### config.mk
export PLATFORM = sky130hd
export DESIGN_NAME = spi_flash_responder
export DESIGN_NICKNAME = d
export VERILOG_FILES = /design/src/rtl/spi_flash_responder.sv
export SDC_FILE = /design/constraint.sdc
export NUM_CORES = 1
export LEC_CHECK = 0
export BUFFER_PORTS_ARGS = -buffer_cell sky130_fd_sc_hd__buf_2
export CAP_MARGIN = 20
export CORE_MARGIN = 4
export CORE_UTILIZATION = 59
export CTS_CLUSTER_DIAMETER = 120
export DETAILED_ROUTE_END_ITERATION = 6
export PLACE_DENSITY = 0.78
export SYNTH_ARGS = -nofsm -noshare
export SYNTH_HDL_FRONTEND = slang
export SYNTH_SLANG_ARGS = --single-unit
export TNS_END_PERCENT = 5
### constraint.sdc
create_clock -name clk -period 2.4 [get_ports clk]
set_input_delay 0.12 -clock clk [delete_from_list [all_inputs] [get_ports clk]]
set_output_delay 0.12 -clock clk [all_outputs]
set_load 0.005 [all_outputs]
### src/rtl/spi_flash_responder.sv
// spi_flash_responder
//   SPI mode-0 target that answers the serial NOR flash command subset used
//   by the memory controller: READ (03), PAGE PROGRAM (02), RDSR (05),
//   WREN (06), WRDI (04), RESET ENABLE (66) and RESET (99).
//   The flash array lives in an external synchronous byte RAM.
//   CSn, SCK and MOSI are oversampled by clk; SCK is never used as a clock.
//
// Ports
//   clk, rst_n            system clock, asynchronous active-low reset
//   CSn, SCK, MOSI        SPI inputs (mode 0, MSB first)
//   MISO                  SPI output, 0 whenever no data byte is shifting
//   mem_addr/mem_we/
//   mem_wdata/mem_rdata   backing RAM port, read data valid 1 clk after addr
//   wel                   write-enable latch
//   cmd_strobe/cmd_opcode one-clk pulse and value of each completed opcode
module spi_flash_responder #(
    parameter int ADDR_WIDTH  = 12,  // must be greater than 8 (page = 256 B)
    parameter int SYNC_STAGES = 2
) (
    input  logic                  clk,
    input  logic                  rst_n,
    input  logic                  CSn,
    input  logic                  SCK,
    input  logic                  MOSI,
    output logic                  MISO,
    output logic [ADDR_WIDTH-1:0] mem_addr,
    output logic                  mem_we,
    output logic [7:0]            mem_wdata,
    input  logic [7:0]            mem_rdata,
    output logic                  wel,
    output logic                  cmd_strobe,
    output logic [7:0]            cmd_opcode
);

    localparam logic [7:0] OP_READ  = 8'h03;
    localparam logic [7:0] OP_PP    = 8'h02;
    localparam logic [7:0] OP_RDSR  = 8'h05;
    localparam logic [7:0] OP_WREN  = 8'h06;
    localparam logic [7:0] OP_WRDI  = 8'h04;
    localparam logic [7:0] OP_RSTEN = 8'h66;
    localparam logic [7:0] OP_RST   = 8'h99;
    localparam logic [ADDR_WIDTH-1:0] PAGE_MASK = ADDR_WIDTH'(8'hFF);

    typedef enum logic [2:0] {IDLE, OPCODE, ADDR, RD_DATA, PP_DATA, STAT, IGNORE} state_t;
    state_t state_reg, state_next;

    // Input synchronisers; CSn resets to its idle (deselected) level.
    logic [SYNC_STAGES-1:0] csn_sync_reg, sck_sync_reg, mosi_sync_reg;
    logic csn_d_reg, sck_d_reg;
    logic csn_s, sck_s, mosi_s;
    logic csn_rise, csn_fall, sck_rise, sck_fall;

    logic [4:0]            bit_cnt_reg;
    logic [6:0]            shift_in_reg;
    logic [7:0]            shift_out_reg;
    logic [ADDR_WIDTH-1:0] addr_reg;
    logic                  miso_reg, mem_we_reg, wel_reg, rst_en_reg;
    logic                  cmd_strobe_reg;
    logic [7:0]            cmd_opcode_reg, mem_wdata_reg;
    logic [ADDR_WIDTH-1:0] mem_addr_reg;
    logic                  rd_p1_reg, rd_p2_reg;      // RAM read pipeline
    logic                  opcode_done_reg, extra_reg, wrote_reg;

    logic [7:0]            byte_in;
    logic [ADDR_WIDTH-1:0] addr_shifted, addr_inc, addr_page_inc;
    logic                  byte_done, addr_done, cmd_exact;
    logic [7:0]            status;

    assign csn_s    = csn_sync_reg[SYNC_STAGES-1];
    assign sck_s    = sck_sync_reg[SYNC_STAGES-1];
    assign mosi_s   = mosi_sync_reg[SYNC_STAGES-1];
    assign csn_rise = csn_s & ~csn_d_reg;
    assign csn_fall = ~csn_s & csn_d_reg;
    assign sck_rise = sck_s & ~sck_d_reg;
    assign sck_fall = ~sck_s & sck_d_reg;

    assign byte_in       = {shift_in_reg, mosi_s};
    assign byte_done     = sck_rise && (bit_cnt_reg == 5'd7);
    assign addr_done     = sck_rise && (bit_cnt_reg == 5'd23);
    assign addr_shifted  = {addr_reg[ADDR_WIDTH-2:0], mosi_s};
    assign addr_inc      = addr_reg + ADDR_WIDTH'(1);
    // Page program wraps inside the 256-byte page; upper bits stay put.
    assign addr_page_inc = (addr_reg & ~PAGE_MASK) | (addr_inc & PAGE_MASK);
    // Single-byte commands act only if no bit followed the opcode.
    assign cmd_exact     = opcode_done_reg & ~extra_reg;
    assign status        = {6'b0, wel_reg, 1'b0};

    assign MISO       = miso_reg;
    assign mem_addr   = mem_addr_reg;
    assign mem_we     = mem_we_reg;
    assign mem_wdata  = mem_wdata_reg;
    assign wel        = wel_reg;
    assign cmd_strobe = cmd_strobe_reg;
    assign cmd_opcode = cmd_opcode_reg;

    always_ff @(posedge clk or negedge rst_n) begin
        if (!rst_n) begin
            csn_sync_reg  <= '1;
            sck_sync_reg  <= '0;
            mosi_sync_reg <= '0;
            csn_d_reg     <= 1'b1;
            sck_d_reg     <= 1'b0;
        end else begin
            csn_sync_reg  <= {csn_sync_reg[SYNC_STAGES-2:0], CSn};
            sck_sync_reg  <= {sck_sync_reg[SYNC_STAGES-2:0], SCK};
            mosi_sync_reg <= {mosi_sync_reg[SYNC_STAGES-2:0], MOSI};
            csn_d_reg     <= csn_s;
            sck_d_reg     <= sck_s;
        end
    end

    always_ff @(posedge clk or negedge rst_n) begin
        if (!rst_n) state_reg <= IDLE;
        else        state_reg <= state_next;
    end

    // A deselected chip always returns to IDLE, whatever else happens.
    always_comb begin
        state_next = state_reg;
        if (csn_s) begin
            state_next = IDLE;
        end else begin
            case (state_reg)
                IDLE:   if (csn_fall) state_next = OPCODE;
                OPCODE: if (byte_done) begin
                    case (byte_in)
                        OP_READ: state_next = ADDR;
                        OP_PP:   state_next = wel_reg ? ADDR : IGNORE;
                        OP_RDSR: state_next = STAT;
                        default: state_next = IGNORE;
                    endcase
                end
                ADDR:   if (addr_done)
                    state_next = (cmd_opcode_reg == OP_READ) ? RD_DATA : PP_DATA;
                default: state_next = state_reg;
            endcase
        end
    end

    always_ff @(posedge clk or negedge rst_n) begin
        if (!rst_n) begin
            bit_cnt_reg     <= '0;
            shift_in_reg    <= '0;
            shift_out_reg   <= '0;
            addr_reg        <= '0;
            miso_reg        <= 1'b0;
            mem_we_reg      <= 1'b0;
            mem_addr_reg    <= '0;
            mem_wdata_reg   <= '0;
            wel_reg         <= 1'b0;
            rst_en_reg      <= 1'b0;
            cmd_strobe_reg  <= 1'b0;
            cmd_opcode_reg  <= '0;
            rd_p1_reg       <= 1'b0;
            rd_p2_reg       <= 1'b0;
            opcode_done_reg <= 1'b0;
            extra_reg       <= 1'b0;
            wrote_reg       <= 1'b0;
        end else begin
            mem_we_reg     <= 1'b0;
            cmd_strobe_reg <= 1'b0;
            rd_p1_reg      <= 1'b0;
            rd_p2_reg      <= rd_p1_reg;
            if (csn_s) begin
                // Deselected: drop any partial byte and pending fetch.
                bit_cnt_reg     <= '0;
                shift_out_reg   <= '0;
                miso_reg        <= 1'b0;
                rd_p2_reg       <= 1'b0;
                opcode_done_reg <= 1'b0;
                extra_reg       <= 1'b0;
                wrote_reg       <= 1'b0;
                if (csn_rise) begin
                    if (wrote_reg) wel_reg <= 1'b0;
                    if (opcode_done_reg) begin
                        rst_en_reg <= cmd_exact && (cmd_opcode_reg == OP_RSTEN);
                        if (cmd_exact) begin
                            case (cmd_opcode_reg)
                                OP_WREN: wel_reg <= 1'b1;
                                OP_WRDI: wel_reg <= 1'b0;
                                OP_RST:  if (rst_en_reg) wel_reg <= 1'b0;
                                default: ;
                            endcase
                        end
                    end
                end
            end else if (state_reg == IDLE) begin
                bit_cnt_reg   <= '0;
                shift_out_reg <= '0;
            end else begin
                // RAM data lands two clks after the address is issued.
                if (rd_p2_reg) begin
                    shift_out_reg <= mem_rdata;
                end else if (sck_fall) begin
                    miso_reg      <= shift_out_reg[7];
                    shift_out_reg <= {shift_out_reg[6:0], 1'b0};
                end
                if (sck_rise) begin
                    shift_in_reg <= byte_in[6:0];
                    if (opcode_done_reg) extra_reg <= 1'b1;
                    if ((state_reg == ADDR) ? addr_done : byte_done) bit_cnt_reg <= '0;
                    else                                            bit_cnt_reg <= bit_cnt_reg + 5'd1;
                    case (state_reg)
                        OPCODE: if (byte_done) begin
                            cmd_strobe_reg  <= 1'b1;
                            cmd_opcode_reg  <= byte_in;
                            opcode_done_reg <= 1'b1;
                            if (byte_in == OP_RDSR) shift_out_reg <= status;
                        end
                        ADDR: begin
                            addr_reg <= addr_shifted;
                            if (addr_done && (cmd_opcode_reg == OP_READ)) begin
                                mem_addr_reg <= addr_shifted;
                                rd_p1_reg    <= 1'b1;
                            end
                        end
                        RD_DATA: if (byte_done) begin
                            addr_reg     <= addr_inc;
                            mem_addr_reg <= addr_inc;
                            rd_p1_reg    <= 1'b1;
                        end
                        PP_DATA: if (byte_done) begin
                            mem_we_reg    <= 1'b1;
                            mem_addr_reg  <= addr_reg;
                            mem_wdata_reg <= byte_in;
                            addr_reg      <= addr_page_inc;
                            wrote_reg     <= 1'b1;
                        end
                        STAT: if (byte_done) shift_out_reg <= status;
                        default: ;
                    endcase
                end
            end
        end
    end

endmodule

==> results.py <==
metrics = {
    "global_route": {
        "grt_start_max_net_pins": 82,
        "grt_pass1_vias": 3113,
        "grt_pass1_wl_um": 15500,
        "grt_overflow": 0,
        "antenna_found_initial": 0,
        "grt_usage": 0.229,
    },
    "pwr": {
        "leakagePower_nw": 2.30,
        "powerDensity_nw_per_um2": 723,
        "vdd_drop_max_uv": 505,
    },
    "clocking": {
        "clkTransAtPathRegs_ps": 80,
        "ctsResizeCount": 0,
        "cts_inserted_buffers": 9,
        "postCtsSetupRepairBufs": 0,
        "tritoncts": "done",
        "cts_root_buf": "clkbuf_8",
        "cts.sinks": 81,
        "clockBufferDepth": 2,
        "clkLatencyLatePin_ps": 350,
        "h-tree-depth": 3,
    },
    "synth": {
        "seq_area_frac_synth": 0.487,
        "async_flop_share": 1.00,
        "synth-edff-count": 0,
        "synth_fp_nets": 426,
        "synth_warnings": 0,
        "synth.area.top_cells": "dfrtp_1 47%, mux2_2 5.7%, nand2_1 4.5%",
        "synth.distinct_cells": 63,
        "yosysTopAreaCellShare": 0.468,
        "ys_ff_latch": 81,
        "dominantRegCellSynth": "dfrtp_1",
        "syn_area_um2": 4170,
        "synth.most_common_cell": "dfrtp_1",
        "yosys.area.top_type": "dfrtp_1",
        "syn_inst": 411,
        "synth_commonest_cells": "78 x dfrtp_1, 50 x nand2_1, 41 x nor2_1",
        "syn_area_per_cell_um2": 10.2,
    },
    "routing": {
        "via_per_inst": 5.86,
        "wl_per_cell_um": 16.3,
        "drt_drc_violations_left": 0,
        "routed_wirelength_um": 9190,
        "num_vias": 3310,
        "initialDrtViolationCount": 189,
        "first_pass_iters": 4,
        "detail-route-antenna-nets": 0,
    },
    "cells_and_area": {
        "n_antenna_cell": 0,
        "syn2layout_area_growth_pct": 15.7,
        "ff_latch_area_um2": 2030,
        "final_util": 0.707,
        "layout-drive-gt1-share": 0.262,
        "multi_input_area_um2": 1980,
        "final_nets": 479,
        "fillers": 516,
    },
    "sta": {
        "fmax_mhz": 454,
        "tightest_slew_ps": 905,
        "finalSetupTns_ps": 0,
        "period_share": 0.919,
        "grt_setup_unrepaired": "false",
        "slew_violations": 0,
        "skew_ps": 11.7,
        "timing.hold.ws_ps": 8.12,
        "min_period_ps": 2200,
        "slew_headroom": 0.394,
        "hold_violations": 0,
        "setup_viol_count_final": 0,
    },
    "outcome": {
        "status": "completed",
    },
    "run": {
        "cap_viol_max_count": 0,
    },
    "die": {
        "ios": 45,
        "core_um2": 6830,
        "fp.dieH_um": 92.1,
        "initial_core_util": 0.611,
        "die_area_um2": 8480,
        "dieWidth_um": 92.1,
        "rows": 30,
    },
    "placement": {
        "gp_congestion": 0.946,
        "dp_hpwl_um": 6250,
        "port_buffers": 44,
    },
    "setup_path": {
        "worstSetupPathType": "flip-flop to flip-flop",
        "critPathArrivalTime_ps": 2420,
        "cp_max_fo": 6,
        "critPathRequiredTime_ps": 2610,
        "startpoint_type": "flip-flop",
        "end_kind": "flip-flop",
    },
    "worst_hold_path": {
        "hp-class": "primary input to flip-flop",
    },
}
[per-layer routing]
metal,vias up,global-route usage,part of all wire
li1,1591,-,-
met1,1613,0.322,0.46
met2,93,0.364,0.48
met3,13,0.0369,0.045
met4,0,0.0743,0.016
met5,-,0,0
[placed cells by master (no fill, tap or decap), drive strengths merged, types with 4 or more instances in the layout]
| cell type | count |
|---|---|
| nor2b | 6 |
| a21oi | 28 |
| a211oi | 4 |
| o31ai | 4 |
| nor2 | 41 |
| a31oi | 6 |
| nor3 | 10 |
| buf | 65 |
| nand2b | 7 |
| mux2 | 31 |
| and3 | 4 |
| clkbuf | 13 |
| nand2 | 51 |
| nand4b | 4 |
| o21ai | 16 |
| nand3 | 4 |
| a22o | 5 |
| o22ai | 6 |
| dlygate4sd3 | 5 |
| dfrtp | 78 |
| nor4 | 5 |
| inv | 5 |
| mux2i | 16 |
[cells by family after synthesis]
family | Yosys count | synth area share
muxes | 47 | 0.131
and+or+nand+nor | 154 | 0.189
adders and majority gates | 2 | 0.00600
AOI/OAI and AO/OA | 90 | 0.141
xor gates and xnor gates | 4 | 0.00840
buffers and inverters | 33 | 0.0381
DFF | 81 | 0.487
[cell type report]
| type | instances | share of cell area |
|---|---|---|
| Clock buffer | 13 | 0.0308 |
| Multi-Input combinational cell | 297 | 0.411 |
| Tap cell | 96 | 0.0249 |
| Inverter | 5 | 0.00389 |
| Clock inverter | 3 | 0.0135 |
| Sequential cell | 81 | 0.420 |
| Timing Repair Buffer | 70 | 0.0959 |
[final timing paths]
| check | startpoint | to | slack, ps | cells after the start |
|---|---|---|---|---|
| setup / recovery | bit_cnt_reg[1] | state_reg[0] | 200 | 6 |
| hold / removal | mem_rdata[4] | shift_out_reg[4] | 8 | 3 |
| setup reg to reg | bit_cnt_reg[1] | state_reg[0] | 200 | 6 |
| hold reg to reg | mosi_sync_reg[0] | mosi_sync_reg[1] | 350 | 0 |
| max in group asynchronous | rst_n | csn_sync_reg[0] | 1370 | 4 |
| min in group asynchronous | rst_n | mem_addr[6] | 240 | 2 |
[stage by stage]
step                worst slack [ps]  area [um^2]  total power, W  std cells
detailed placement               226         4540         0.00241        543
finish                           195         4830         0.00349        565
global placement                 282         4540         0.00238        543
CTS                              215         4800         0.00350        564
floorplan                        321         4170         0.00214        411
global route                     113         4830         0.00367        565
[critical path, cell delays in order, from the launching register on]
cell and delay (ps):
dfrtp_1 380, ha_1 200, nand4b_1 280, or4b_2 700, mux2i_1 210, nor2b_1 200, a221oi_1 90
[power by group]
group          switching (W)  internal (W)
combinational       0.000358      0.000356
sequential          0.000182       0.00150
clock               0.000480      0.000615
total                0.00102       0.00247
[timing repair]
item / in CTS / in global routing
hold endpoints to repair: 82 / 0
setup endpoints to repair: 0 / 0
hold buffers: 5 / 0
Power figures use the tool's default switching activity.
